**config.mk**
```make
export PLATFORM = sky130hd
export DESIGN_NAME = load_align_queue_flat
export DESIGN_NICKNAME = d
export VERILOG_FILES = /design/src/rtl/load_align_queue_if.sv /design/src/rtl/load_align_queue.sv /design/src/flat_wrapper.sv
export SDC_FILE = /design/constraint.sdc
export NUM_CORES = 1
export LEC_CHECK = 0
export BUFFER_PORTS_ARGS = -buffer_cell sky130_fd_sc_hd__buf_2
export CAP_MARGIN = 0
export CORE_MARGIN = 3
export CORE_UTILIZATION = 47
export CTS_CLUSTER_SIZE = 24
export DETAILED_ROUTE_END_ITERATION = 7
export PLACE_DENSITY = 0.84
export SYNTH_ARGS = -nofsm -noshare
export SYNTH_HDL_FRONTEND = slang
export SYNTH_SLANG_ARGS = --single-unit
```
**constraint.sdc**
```tcl
create_clock -name clk -period 2.1 [get_ports clk]
set_input_delay 0.21 -clock clk [delete_from_list [all_inputs] [get_ports clk]]
set_output_delay 0.21 -clock clk [all_outputs]
set_load 0.1 [all_outputs]
```
**src/rtl/load_align_queue_if.sv**
```systemverilog
// load_align_queue_if: request, response and result signals of the load-return unit
interface load_align_queue_if #(
  parameter int XLEN  = 32,
  parameter int TAG_W = 5
);
  logic             flush;
  logic             req_valid;
  logic             req_ready;
  logic [2:0]       req_funct3;
  logic [2:0]       req_addr_lo;
  logic [TAG_W-1:0] req_tag;
  logic             rsp_valid;
  logic             rsp_ready;
  logic [XLEN-1:0]  rsp_data;
  logic             out_valid;
  logic             out_ready;
  logic [XLEN-1:0]  out_data;
  logic [TAG_W-1:0] out_tag;
  logic             out_illegal;
  logic             out_misalign;
  logic             busy;
  modport master (
    output flush, req_valid, req_funct3, req_addr_lo, req_tag, rsp_valid, rsp_data, out_ready,
    input  req_ready, rsp_ready, out_valid, out_data, out_tag, out_illegal, out_misalign, busy
  );
  modport slave (
    input  flush, req_valid, req_funct3, req_addr_lo, req_tag, rsp_valid, rsp_data, out_ready,
    output req_ready, rsp_ready, out_valid, out_data, out_tag, out_illegal, out_misalign, busy
  );
endinterface

```
**src/rtl/load_align_queue.sv**
```systemverilog
// load_align_queue: in-order load metadata queue pairing DMEM responses, with byte alignment and sign/zero extension; MISALIGN_CHECK_EN flags and zeroes misaligned results
module load_align_queue #(
  parameter int XLEN  = 32,
  parameter int DEPTH = 2,
  parameter int TAG_W = 5
) (
  input logic clk,
  input logic rst,
  load_align_queue_if.slave bus
);
  localparam int PW = $clog2(DEPTH);
  localparam int CW = PW + 1;
  logic [2:0]       q_f3  [DEPTH];
  logic [2:0]       q_off [DEPTH];
  logic [TAG_W-1:0] q_tag [DEPTH];
  logic [PW-1:0]    wr_ptr, rd_ptr;
  logic [CW-1:0]    count;
  logic             push, pop;
  logic [2:0]       f3, off;
  logic [XLEN-1:0]  shifted, ext, data_n;
  logic             legal, mis_n;
  logic             out_valid, out_illegal, out_misalign;
  logic [XLEN-1:0]  out_data;
  logic [TAG_W-1:0] out_tag;
  assign bus.req_ready = count != CW'(DEPTH);
  assign bus.rsp_ready = (count != '0) & (!out_valid | bus.out_ready);
  assign push = bus.req_valid & bus.req_ready;
  assign pop  = bus.rsp_valid & bus.rsp_ready;
  // occupancy and wrap-around pointers; flush drops everything queued
  always_ff @(posedge clk)
    if (rst || bus.flush) begin
      count  <= '0;
      wr_ptr <= '0;
      rd_ptr <= '0;
    end else begin
      if (push) wr_ptr <= wr_ptr + 1'b1;
      if (pop) rd_ptr <= rd_ptr + 1'b1;
      count <= count + CW'(push) - CW'(pop);
    end
  // metadata storage, written at the tail on every accepted request
  always_ff @(posedge clk)
    if (push) begin
      q_f3[wr_ptr]  <= bus.req_funct3;
      q_off[wr_ptr] <= bus.req_addr_lo;
      q_tag[wr_ptr] <= bus.req_tag;
    end
  assign f3      = q_f3[rd_ptr];
  assign off     = XLEN == 64 ? q_off[rd_ptr] : {1'b0, q_off[rd_ptr][1:0]};
  assign shifted = bus.rsp_data >> {off, 3'b000};
  // funct3 decode: width, signedness and legality for this XLEN
  always_comb begin
    ext   = '0;
    legal = 1'b1;
    case (f3)
      3'b000: ext = XLEN'($signed(shifted[7:0]));
      3'b001: ext = XLEN'($signed(shifted[15:0]));
      3'b010: ext = XLEN'($signed(shifted[31:0]));
      3'b011: begin ext = shifted; legal = XLEN == 64; end
      3'b100: ext = XLEN'(shifted[7:0]);
      3'b101: ext = XLEN'(shifted[15:0]);
      3'b110: begin ext = XLEN'(shifted[31:0]); legal = XLEN == 64; end
      default: legal = 1'b0;
    endcase
  end
`ifdef MISALIGN_CHECK_EN
  assign mis_n  = legal & (f3[1:0] == 2'b01 ? off[0] : f3[1:0] == 2'b10 ? |off[1:0] : f3[1:0] == 2'b11 ? |off : 1'b0);
  assign data_n = (!legal || mis_n) ? '0 : ext;
`else
  assign mis_n  = 1'b0;
  assign data_n = legal ? ext : '0;
`endif
  // result register: loads on pop, holds under backpressure, drops valid after handshake
  always_ff @(posedge clk)
    if (rst || bus.flush) begin
      out_valid    <= 1'b0;
      out_data     <= '0;
      out_tag      <= '0;
      out_illegal  <= 1'b0;
      out_misalign <= 1'b0;
    end else if (pop) begin
      out_valid    <= 1'b1;
      out_data     <= data_n;
      out_tag      <= q_tag[rd_ptr];
      out_illegal  <= !legal;
      out_misalign <= mis_n;
    end else if (bus.out_ready) out_valid <= 1'b0;
  assign bus.out_valid    = out_valid;
  assign bus.out_data     = out_data;
  assign bus.out_tag      = out_tag;
  assign bus.out_illegal  = out_illegal;
  assign bus.out_misalign = out_misalign;
  assign bus.busy         = (count != '0) | out_valid;
endmodule
```
**src/flat_wrapper.sv**
```systemverilog
// flat-port wrapper written by rule: the top's interface ports become plain ports
module load_align_queue_flat 
#(
  parameter int XLEN  = 32,
  parameter int DEPTH = 2,
  parameter int TAG_W = 5
)
  (clk, rst, bus_flush, bus_req_valid, bus_req_funct3, bus_req_addr_lo, bus_req_tag, bus_rsp_valid, bus_rsp_data, bus_out_ready, bus_req_ready, bus_rsp_ready, bus_out_valid, bus_out_data, bus_out_tag, bus_out_illegal, bus_out_misalign, bus_busy);
  load_align_queue_if #(.XLEN(XLEN), .TAG_W(TAG_W)) bus_i ();
  input logic clk;
  input logic rst;
  input wire logic [$bits(bus_i.flush)-1:0] bus_flush;
  input wire logic [$bits(bus_i.req_valid)-1:0] bus_req_valid;
  input wire logic [$bits(bus_i.req_funct3)-1:0] bus_req_funct3;
  input wire logic [$bits(bus_i.req_addr_lo)-1:0] bus_req_addr_lo;
  input wire logic [$bits(bus_i.req_tag)-1:0] bus_req_tag;
  input wire logic [$bits(bus_i.rsp_valid)-1:0] bus_rsp_valid;
  input wire logic [$bits(bus_i.rsp_data)-1:0] bus_rsp_data;
  input wire logic [$bits(bus_i.out_ready)-1:0] bus_out_ready;
  output wire logic [$bits(bus_i.req_ready)-1:0] bus_req_ready;
  output wire logic [$bits(bus_i.rsp_ready)-1:0] bus_rsp_ready;
  output wire logic [$bits(bus_i.out_valid)-1:0] bus_out_valid;
  output wire logic [$bits(bus_i.out_data)-1:0] bus_out_data;
  output wire logic [$bits(bus_i.out_tag)-1:0] bus_out_tag;
  output wire logic [$bits(bus_i.out_illegal)-1:0] bus_out_illegal;
  output wire logic [$bits(bus_i.out_misalign)-1:0] bus_out_misalign;
  output wire logic [$bits(bus_i.busy)-1:0] bus_busy;
  assign bus_i.flush = bus_flush;
  assign bus_i.req_valid = bus_req_valid;
  assign bus_i.req_funct3 = bus_req_funct3;
  assign bus_i.req_addr_lo = bus_req_addr_lo;
  assign bus_i.req_tag = bus_req_tag;
  assign bus_i.rsp_valid = bus_rsp_valid;
  assign bus_i.rsp_data = bus_rsp_data;
  assign bus_i.out_ready = bus_out_ready;
  assign bus_req_ready = bus_i.req_ready;
  assign bus_rsp_ready = bus_i.rsp_ready;
  assign bus_out_valid = bus_i.out_valid;
  assign bus_out_data = bus_i.out_data;
  assign bus_out_tag = bus_i.out_tag;
  assign bus_out_illegal = bus_i.out_illegal;
  assign bus_out_misalign = bus_i.out_misalign;
  assign bus_busy = bus_i.busy;
  load_align_queue #(.XLEN(XLEN), .DEPTH(DEPTH), .TAG_W(TAG_W)) u_core (.clk(clk), .rst(rst), .bus(bus_i));
endmodule
```
**Word-level counts from Yosys, hierarchy flattened**

Memories as Yosys holds them, arrays and structs flattened. A register that Yosys moved wholly into a read port is not among the register bits.
Cells that the tools add are included.

- Register bits after elaboration: 38
- Bits in writable memories: 22
- Input port bits: 49
- Output and inout port bits: 43
- Word-level logic and storage cells: 45
- Memories: 3

- $add $sub $neg: 4
- Equality and inequality tests: 7
- Shifts and indexed selects: 1
- Multiplexer cells: 11
- Bitwise operators: 5
- Reduce and logical (&&, ||, !) cells: 8

Memories:

| name | depth | bits a word | rd ports | clocked after Yosys merged registers in | wr ports | RTL line | text |
|---|---|---|---|---|---|---|---|
| u_core.q_tag | 2 | 5 | 1 | 1 | 1 | load_align_queue.sv:15 | `logic [TAG_W-1:0] q_tag [DEPTH];` |
| u_core.q_f3 | 2 | 3 | 1 | 1 | 1 | load_align_queue.sv:13 | `logic [2:0] q_f3 [DEPTH];` |
| u_core.q_off | 2 | 3 | 1 | 1 | 1 | load_align_queue.sv:14 | `logic [2:0] q_off [DEPTH];` |

Operators with widths:

| operator | number |
|---|---|
| 32-bit case mux with 5 select lines | 1 |
| 32-bit two-way mux | 1 |
| 32-bit by 5-bit >> shifter with 32-bit output | 1 |
| 3-bit equality test (second input constant) | 3 |
| 1-bit two-way mux | 9 |
| 3-bit by 2-bit equality test with 1-bit output (second input constant) | 2 |
| 5-bit OR reduction | 1 |
| 2-bit nonzero test | 2 |
| 1-bit bitwise AND | 3 |
| 3-bit by 1-bit equality test with 1-bit output (second input constant) | 1 |
| 3-bit logical NOT | 1 |
| 3-bit OR reduction | 1 |
| 1-bit adder (second input constant) | 2 |
| 2-bit by 1-bit adder with 2-bit output | 1 |
| 1-bit logical NOT | 2 |
| 2-bit != test (second input constant) | 1 |
| 1-bit OR | 2 |
| 2-bit by 1-bit subtractor with 2-bit output | 1 |
| 1-bit logical OR | 1 |

**Longest topological paths before layout**

Gate-level depths: netlist (run 1).

- Depth after elaboration: 6
- Depth in mapped cells: 10
- Depth with buffers taken out: 9

**Least setup slack after synthesis (run 1)**

No wires, ideal clock.

- Kind: register to register
- Start point: register u_core.out_valid, in the netlist u_core.bus.out_valid
- End point: register u_core.count[1]
- Library setup time: 0.128 ns
- Data arrival time: 2.646 ns
- Data required time: 1.972 ns
- Setup slack: -0.673 ns
- Stages on the path, launching flop included: 11
- Path buffers: 1
- Period minus slack after synthesis: 2.773 ns
- Path through: dfxtp_1 -> nand2b_1 -> o211ai_1 -> clkbuf_1 -> inv_1 -> ha_1 -> inv_1 -> ha_1 -> xor2_1 -> xnor2_1 -> nor2_1

- Longest elaborated chain between the ends: 5

RTL lines:

| item | RTL line | text |
|---|---|---|
| from (decl) | load_align_queue.sv:22 | `logic out_valid, out_illegal, out_misalign;` |
| from (signal assigned) | load_align_queue.sv:75 | `out_valid <= 1'b0;` |
| from (signal assigned) | load_align_queue.sv:81 | `out_valid <= 1'b1;` |
| from (signal assigned) | load_align_queue.sv:86 | `end else if (bus.out_ready) out_valid <= 1'b0;` |
| 1-bit logical NOT | load_align_queue.sv:26 | `assign bus.rsp_ready = (count != '0) & (!out_valid \| bus.out_ready);` |
| 1-bit OR | load_align_queue.sv:26 |  |
| 1-bit bitwise AND | load_align_queue.sv:26 |  |
| 1-bit bitwise AND | load_align_queue.sv:28 | `assign pop = bus.rsp_valid & bus.rsp_ready;` |
| net u_core.pop | load_align_queue.sv:18 | `logic push, pop;` |
| 2-bit by 1-bit subtractor with 2-bit output | load_align_queue.sv:38 | `count <= count + CW'(push) - CW'(pop);` |
| to (signal assigned) | load_align_queue.sv:38 |  |
| to (decl) | load_align_queue.sv:17 | `logic [CW-1:0] count;` |

The timed path passes the listed nets, and every way through them passes these cells.
A chain may end at the register's enable or synchronous reset.

==> impl_metrics.yaml, run 1 <==
outcome:
  status: "complete, no violations"
die:
  num_rows: 29
  dieArea_um2: 7873
  die_y_um: 88.73
  start_util: 0.4953
  num_io_pins: 92
  die_w_um: 88.73
  coreArea_um2: 6495
sta:
  max_freq_mhz: 520.5
  rsz0062_at_grt: "false"
  period_share: 0.9149
  setup_ws_ns: 0.1788
  setup_viol: 0
  slew_headroom: 0.3474
  hold_violations: 0
  drv_slew: 0
  fin_crit_ns: 1.921
  fin_skew_ns: 0.006497
  tightest_slew_ns: 0.9789
min_path:
  hold_class: "input port to flip-flop"
synth:
  synthFlopType: "dfxtp_1"
  synthDistinctLibCells: 45
  avgSynthCellArea_um2: 9.959
  synthArstFlopShare: 0
  yosys_register_bits: 64
  synth_edf_count: 20
  synth-seq-area-share: 0.4605
  synth_fp_nets: 374
  syn-cell-area_um2: 3217
  synthCells: 323
  yosysWarnings: 0
clock_network:
  numCtsBuffers: 9
  cts_buffer_depth: 2
  cts_sinks: 64
  clkLatencyLatePin_ns: 0.35
  path_clk_slew_ns: 0.07
  root_buffer: "clkbuf_8"
  cts_htree_levels: 3
  cts_tree: "built"
detailed_routing:
  via_count: 2958
  vias_per_cell: 5.940
  totalWireLength_mm: 8.745
  drt_iter0_drc: 217
  drc: 0
  ant_nets: 0
  drtPass1Iterations: 5
  wl_per_cell_um: 17.56
placed_design:
  pre_cts_ws_ns: -0.1728
  dp_hpwl_mm: 6.122
  gp_congestion: 0.8851
  io_buffers: 89
  dpl-instance-area_um2: 3796
global_routing:
  grt_max_degree: 62
  track_usage: 0.2299
  grt_antenna_before_repair: 0
  grt_pass1_vias: 2804
  globalRouteOverflowTotal: 0
  grt_pass1_wl_mm: 13.63
layout:
  fin_area_um2: 4064
  nNetsFinal: 467
  syn2layout_area_growth_pct: 26.33
  antenna_cells: 0
  drive_gt1_frac: 0.3587
setup_path:
  cp-end-kind: "flip-flop"
  cp.arrival_ns: 2.12
  path_max_fanout: 22
  cp-start-kind: "flip-flop"
  cp_data_required_time_ns: 2.30
  path_class: "flip-flop to flip-flop"
pwr:
  p_leak_nw: 1.650
  p_per_area_nw_per_um2: 786.5
  power.total_w: 0.003196
  ir_drop_mv: 0.4858
flow_run:
  cap_viol_max_count: 0
through the flow:
step,cells,hold WS [ns],util,setup TNS [ns]
6_report,498,0.04784,0.6257,0
5_1_grt,498,0.03244,0.6257,0
4_1_cts,498,0.03374,0.6230,0
3_5_place_dp,481,0.4033,0.5845,-2.291
3_3_place_gp,481,0.4002,0.5845,-1.272
2_1_floorplan,323,0.3089,-,-0.01287
cells in the final DEF, fill, tap and decap left out, types with 2 or more instances in the layout:
| cell type | instances |
|---|---|
| buf_2 | 89 |
| nor2_1 | 62 |
| dfxtp_1 | 43 |
| a21oi_1 | 40 |
| edfxtp_1 | 20 |
| a22oi_1 | 17 |
| buf_4 | 16 |
| mux2i_1 | 14 |
| a211oi_2 | 11 |
| clkbuf_8 | 9 |
| o22a_1 | 8 |
| a32oi_1 | 8 |
| o2bb2ai_1 | 7 |
| mux4_2 | 7 |
| inv_1 | 6 |
| nand2_1 | 6 |
| a211oi_1 | 6 |
| nor2b_1 | 4 |
| buf_12 | 4 |
| nor3_1 | 3 |
| o22ai_1 | 3 |
| xor2_1 | 3 |
| o21a_1 | 2 |
| nand2b_1 | 2 |
| and2_1 | 2 |
| ha_1 | 2 |
| clkinv_2 | 2 |
| bufinv_16 | 2 |
worst max-delay path: stages, from the launching register on:
cell	delay (ns)
dfxtp_1	0.39
mux2i_4	0.26
buf_4	0.16
buf_12	0.18
mux4_2	0.56
a22oi_1	0.17
nor2_1	0.06
routing by layer:
layer | vias up | global-route usage | wire length, um
met5 | - | 0 | 0
met3 | 15 | 0.06611 | 761
met1 | 1405 | 0.2750 | 3346
met2 | 151 | 0.3792 | 4406
met4 | 0 | 0.1099 | 230
li1 | 1387 | - | -
final timing paths:
path	from	to	slack (ns)	cells after the start
hold reg to reg	u_core.bus.out_tag[4]	u_core.bus.out_tag[4]	0.48	2
setup / recovery	flip-flop	u_core.bus.out_data[0]	0.18	6
setup reg to reg	flip-flop	u_core.bus.out_data[0]	0.18	6
hold / removal	bus_req_tag[0]	u_core.q_tag[1][0]	0.05	1
cell families after synthesis:
kind of cell / share of synthesized area
AOI/OAI and AO/OA: 0.2470
buffers and inverters: 0.05172
xor gates and xnor gates: 0.01089
and+or+nand+nor: 0.1214
adders and majority gates: 0.007778
other: 0.001166
muxes: 0.09957
DFF: 0.4605
where the power goes:
| part | internal, W | switching [W] | leakage, nW |
|---|---|---|---|
| clock network | 0.000736 | 0.000492 | 0.114 |
| logic | 0.000230 | 0.000402 | 0.992 |
| registers | 0.00131 | 0.0000242 | 0.543 |
| total | 0.00228 | 0.000918 | 1.65 |
layout make-up:
| cell class | instances | area [um2] |
|---|---|---|
| inverters | 6 | 22.52 |
| multi-input cells | 226 | 1584 |
| clock inverters | 5 | 77.57 |
| fillers | 531 | 2431 |
| repair buffers | 109 | 645.6 |
| flip-flops and latches | 64 | 1485 |
| clock buffers | 11 | 152.6 |
| well taps | 77 | 96.34 |
cells in the mapped netlist, types with 2 or more instances:
library cell | n | area, um2
a211oi_1 | 6 | 45.04
a211oi_2 | 11 | 137.6
a21oi_1 | 40 | 200.2
a22oi_1 | 17 | 127.6
a32oi_1 | 8 | 70.07
and2_1 | 2 | 12.51
buf_2 | 3 | 15.01
buf_4 | 2 | 15.01
buf_6 | 4 | 45.04
clkbuf_1 | 16 | 60.06
dfxtp_1 | 44 | 880.8
edfxtp_1 | 20 | 600.6
ha_1 | 2 | 25.02
inv_1 | 6 | 22.52
mux2i_1 | 14 | 140.1
mux4_2 | 7 | 157.7
nand2_1 | 7 | 26.28
nand2b_1 | 3 | 18.77
nor2_1 | 62 | 232.7
nor2b_1 | 4 | 25.02
nor3_1 | 3 | 15.01
o21a_1 | 2 | 15.01
o22a_1 | 8 | 70.07
o22ai_1 | 3 | 18.77
o2bb2ai_1 | 7 | 61.31
xor2_1 | 3 | 26.28
sequential cells by signal (all words and copies together), names as in the netlist, named ones only:
signal and count:
u_core.q_f3 6, u_core.bus.out_valid 1, u_core.bus.out_data 32, u_core.bus.out_tag 5
u_core.q_tag 10, u_core.bus.out_illegal 1, u_core.count 2, u_core.q_off 4
u_core.rd_ptr 1, u_core.wr_ptr 1
what timing repair did:
action                                  4_1_cts  5_1_grt
resized for setup                             0        4
pin swaps                                     1        0
buffers inserted                              1        0
hold buffers                                  0        0
endpoints found under the hold margin         0        0
endpoints found under the setup margin       16        8
Power figures use the tool's default switching activity.
==> inputs of run 2 (changes only) <==
--- a/config.mk
+++ b/config.mk
@@ -5,7 +5,7 @@
 export SDC_FILE = /design/constraint.sdc
 export NUM_CORES = 1
 export LEC_CHECK = 0
-export BUFFER_PORTS_ARGS = -buffer_cell sky130_fd_sc_hd__buf_2
+export BUFFER_PORTS_ARGS = -buffer_cell sky130_fd_sc_hd__buf_4
 export CAP_MARGIN = 0
 export CORE_MARGIN = 3
 export CORE_UTILIZATION = 47
==> run 2 against run 1 <==
Critical path depth did not move. Design area up 4.4%. Register-to-register slack lost 0.03 ns. Non-clock buffer count grew 1. First-iteration DRC count fell by 9.7%. Combinational power grew 4.3%. Clock power shrank 15%.
==> impl_metrics.yaml, run 2 (synthesis gave the netlist of run 1 again) <==
outcome:
  status: "complete, no violations"
global_routing:
  track_usage: 0.2308
  grt_pass1_vias: 2827
  grt_antenna_before_repair: 0
  grt_max_degree: 45
  grt_pass1_wl_mm: 13.74
  globalRouteOverflowTotal: 0
sta:
  slew_headroom: 0.3577
  tightest_slew_ns: 0.9635
  hold_violations: 0
  setup_viol: 0
  hold_ws_ns: 0.03687
  drv_slew: 0
  rsz0062_at_grt: "false"
  max_freq_mhz: 512.4
  fin_skew_ns: 0.01027
  fin_crit_ns: 1.952
  period_share: 0.9293
placed_design:
  dp_hpwl_mm: 6.219
  dp_cells: 482
  io_buffers: 89
  dpl-instance-area_um2: 4014
  gp_congestion: 0.8737
clock_network:
  cts_htree_levels: 3
  path_clk_slew_ns: 0.08
  numCtsBuffers: 9
  cts_buffer_depth: 2
  cts_hold_buf: 0
  clkLatencyLatePin_ns: 0.36
  cts_tree: "built"
  cts_sinks: 64
  root_buffer: "clkbuf_8"
die:
  num_rows: 29
  die_w_um: 88.73
  start_util: 0.4953
  die_y_um: 88.73
  coreArea_um2: 6495
  dieArea_um2: 7873
  num_io_pins: 92
detailed_routing:
  ant_nets: 0
  vias_per_cell: 5.940
  drtPass1Iterations: 4
  via_count: 2964
  totalWireLength_mm: 8.789
  wl_per_cell_um: 17.61
  drt_iter0_drc: 196
  drc: 0
setup_path:
  r2r_cells: 6
  cp.arrival_ns: 2.17
  path_class: "flip-flop to flip-flop"
  cp-end-kind: "flip-flop"
  cp-start-kind: "flip-flop"
  cp_data_required_time_ns: 2.32
  path_max_fanout: 13
layout:
  final_util: 0.6532
  most-common-layout-cells: "buf_4 (106), nor2_1 (62), dfxtp_1 (43)"
  largest_register_ffs: 32
  regMostFlops: "u_core.bus.out_data"
  antenna_cells: 0
  syn2layout_area_growth_pct: 31.89
  fin_cells: 499
  nNetsFinal: 468
  drive_gt1_frac: 0.3626
  layout_commonest_cell: "buf_4"
  top_regs: "u_core.bus.out_data: 32 flops, u_core.q_tag: 10 flops, u_core.q_f3: 6 flops"
  fin_area_um2: 4243
pwr:
  p_leak_nw: 1.663
  ir_drop_mv: 0.6921
  p_per_area_nw_per_um2: 718.5
flow_run:
  cap_viol_max_count: 0
min_path:
  hold_depth: 1
  hold_class: "input port to flip-flop"
run 2: power breakdown:
part / switching (W) / leakage (nW) / internal, W
combinational: 0.000401 / 1.02 / 0.000258
sequential: 0.0000245 / 0.543 / 0.00131
clock: 0.000507 / 0.0952 / 0.000546
total: 0.000933 / 1.66 / 0.00212
run 2: final timing paths:
check,from,slack (ns),to
min reg2reg,u_core.bus.out_tag[4],0.50,u_core.bus.out_tag[4]
max reg2reg,flip-flop,0.15,u_core.bus.out_data[4]
max,flip-flop,0.15,u_core.bus.out_data[4]
min,bus_req_tag[4],0.04,u_core.q_tag[1][4]
run 2: layout make-up:
class	instances	area (um2)
repair buffers	110	858.3
fillers	519	2252
inverters	6	22.52
clock inverters	7	72.57
multi-input cells	226	1584
well taps	77	96.34
clock buffers	9	123.9
flip-flops and latches	64	1485
run 2: metal layers:
metal  part of all wire  up-vias  global-route usage
met4              0.021        0             0.09890
met1               0.38     1417              0.2843
li1                   -     1383                   -
met3              0.088       17             0.05214
met5                  0        -                   0
met2               0.51      147              0.3873
run 2: metrics by stage:
| stage | setup slack [ns] | setup TNS [ns] | total power (W) |
|---|---|---|---|
| finish | 0.1485 | 0 | 0.003049 |
| CTS | 0.04393 | 0 | 0.003065 |
| global placement | -0.1084 | -1.588 | 0.001988 |
| detailed placement | -0.1979 | -2.320 | 0.002006 |
| floorplan | -0.01287 | -0.01287 | 0.001798 |
| global route | 0.01256 | 0 | 0.003180 |
run 2: critical path: stages (launching register included):
cell     delay (ns)
dfxtp_1        0.39
mux2i_4        0.28
buf_6          0.20
buf_6          0.20
mux4_2         0.52
a22oi_1        0.17
nor2_1         0.05
run 2: what timing repair did:
action                                  in CTS  in global routing
endpoints found under the setup margin      16                  9
hold endpoints to repair                     0                  0
buffers inserted                             1                  0
pin swaps                                    1                  0
gates resized for setup                      0                  3
==> inputs of run 3 (changes only) <==
--- a/config.mk
+++ b/config.mk
@@ -7,11 +7,12 @@
 export LEC_CHECK = 0
 export BUFFER_PORTS_ARGS = -buffer_cell sky130_fd_sc_hd__buf_4
 export CAP_MARGIN = 0
-export CORE_MARGIN = 3
+export CORE_ASPECT_RATIO = 2
 export CORE_UTILIZATION = 47
 export CTS_CLUSTER_SIZE = 24
 export DETAILED_ROUTE_END_ITERATION = 7
 export PLACE_DENSITY = 0.84
+export SLEW_MARGIN = 40
 export SYNTH_ARGS = -nofsm -noshare
 export SYNTH_HDL_FRONTEND = slang
 export SYNTH_SLANG_ARGS = --single-unit
==> run 3 against run 2 <==
Clock-buffer cell count grew 6. Routed wire length decreased by 1.6%. Highest routed layer unchanged. Utilization about the same. Via count is 1.1% lower. Critical path depth unchanged.
==> impl_metrics.yaml, run 3 (synthesis gave the netlist of run 1 again) <==
die:
  die_w_um: 60.50
  dieArea_um2: 7200
  coreArea_um2: 6621
  num_rows: 42
  num_io_pins: 92
  die_y_um: 119
  start_util: 0.4858
global_routing:
  globalRouteOverflowTotal: 0
  grt_pass1_vias: 2838
  grt_antenna_before_repair: 0
  track_usage: 0.2466
  grt_pass1_wl_mm: 13.02
  grt_max_degree: 45
setup_path:
  crit_path_max_incr_delay_ns: 0.49
  timing.rr.end: "u_core.bus.out_data[20]"
  cp-start-kind: "flip-flop"
  cp.arrival_ns: 2.23
  cp-end-kind: "flip-flop"
  cp_data_required_time_ns: 2.29
  r2r_setup_slack_ns: 0.06
  path_class: "flip-flop to flip-flop"
  cp_slowest_cell: "a22oi_2"
  crit_chain: "mux2i_4, mux2i_1, o22ai_2, a22oi_2, buf_6, a211oi_2"
  r2r_cells: 6
  path_max_fanout: 9
min_path:
  hold_depth: 1
  min_from: "bus_req_tag[2]"
  hold_end: "u_core.q_tag[1][2]"
  hold_class: "input port to flip-flop"
clock_network:
  numCtsBuffers: 9
  cts_htree_levels: 3
  root_buffer: "clkbuf_16"
  clkLatencyLatePin_ns: 0.33
  path_clk_slew_ns: 0.05
  cts_buffer_depth: 2
  cts_tree: "built"
  cts_sinks: 64
  post_cts_buffers: 0
detailed_routing:
  ant_nets: 0
  drt_iter0_drc: 195
  wl_per_cell_um: 16.92
  vias_per_cell: 5.734
  totalWireLength_mm: 8.644
  drc: 0
  drtPass1Iterations: 4
  via_count: 2930
layout:
  multi_input_area_um2: 1598
  nNetsFinal: 469
  layout_commonest_cell: "buf_4"
  drive_gt1_frac: 0.3546
  antenna_cells: 0
  nFillCells: 546
  largest_register_ffs: 32
  syn2layout_area_growth_pct: 34.46
  area.sequential_um2: 1485
  most-common-layout-cells: "buf_4 (108), nor2_1 (62), dfxtp_1 (43)"
  top_regs: "u_core.bus.out_data: 32 flops, u_core.q_tag: 10 flops, u_core.q_f3: 6 flops"
  regMostFlops: "u_core.bus.out_data"
flow_run:
  cap_viol_max_count: 0
pwr:
  p_per_area_nw_per_um2: 775.1
  p_comb_frac: 0.196
  clkPwrFrac: 0.405
  p_leak_nw: 1.701
  switching_share: 0.2750
  seqPwrFrac: 0.399
  ir_drop_mv: 0.6021
  switching_power_w: 0.0009218
  internal_power_w: 0.002431
outcome:
  status: "complete, no violations"
placed_design:
  io_buffers: 89
  gp_congestion: 0.8887
  dp_hpwl_mm: 6.443
sta:
  fin_crit_ns: 2.036
  drv_slew: 0
  period_share: 0.9694
  hold_violations: 0
  tightest_slew_ns: 0.5602
  setup_viol: 0
  fin_setup_tns_ns: 0
  hold_ws_ns: 0.05921
  max_freq_mhz: 491.2
  fin_skew_ns: 0.004590
  slew_headroom: 0.6265
[run 3: per-stage QoR]
stage	cells	area (um2)	util	worst slack [ns]	power, W
3_5_place_dp	494	4029	0.6085	-0.1331	0.002002
6_report	511	4325	0.6533	0.06432	0.003352
5_1_grt	511	4325	0.6533	-0.01683	0.003461
2_1_floorplan	323	3234	-	-0.01287	0.001798
4_1_cts	510	4307	0.6504	0.01761	0.003351
3_3_place_gp	493	4015	0.6064	-0.08341	0.001982
[run 3: worst max path at each step]
stage / depth (start not counted) / slack (ns) / to
finish: 6 / 0.06 / u_core.bus.out_data[20]
global route: 7 / -0.02 / u_core.bus.out_data[16]
CTS: 6 / 0.02 / u_core.bus.out_data[2]
detailed placement: 6 / -0.13 / u_core.bus.out_data[11]
global placement: 5 / -0.08 / u_core.bus.out_data[28]
floorplan: 10 / -0.01 / u_core.count[1]
[run 3: worst max-delay path: cells and delay by family (launching register included)]
kind | cells | cell delay [ns]
buf+inv | 1 | 0.24
mux | 2 | 0.55
compound gates | 3 | 0.71
flops | 1 | 0.38
[run 3: repair_timing]
| item | in CTS | in global routing |
|---|---|---|
| hold buffers | 0 | 0 |
| resized for setup | 1 | 3 |
| pin swaps | 0 | 2 |
| gates cloned | 0 | 1 |
| setup endpoints to repair | 18 | 21 |
[run 3: final cells by class]
cell class                      instances  share of cell area
Sequential cell                        64              0.3434
Clock buffer                           15             0.06190
Tap cell                               88             0.02546
Timing Repair Buffer                  110              0.1935
Inverter                                6            0.005207
Multi-Input combinational cell        227              0.3694
Clock inverter                          1            0.001157
[run 3: power groups by stage]
| stage | clock network [W] | registers (W) | logic [W] |
|---|---|---|---|
| after detailed placement | 0 | 0.00136 | 0.000640 |
| final | 0.00136 | 0.00134 | 0.000657 |
| after global routing | 0.00142 | 0.00134 | 0.000698 |
| after global placement | 0 | 0.00136 | 0.000623 |
| after floorplan | 0 | 0.00142 | 0.000382 |
| after CTS | 0.00137 | 0.00134 | 0.000644 |
[run 3: per-layer routing]
metal,share of wire,global-route usage,vias to the layer above
met5,0,0,-
met4,0.046,0.1747,0
met3,0.054,0.04995,26
met2,0.56,0.4348,117
met1,0.34,0.2374,1395
li1,-,-,1392
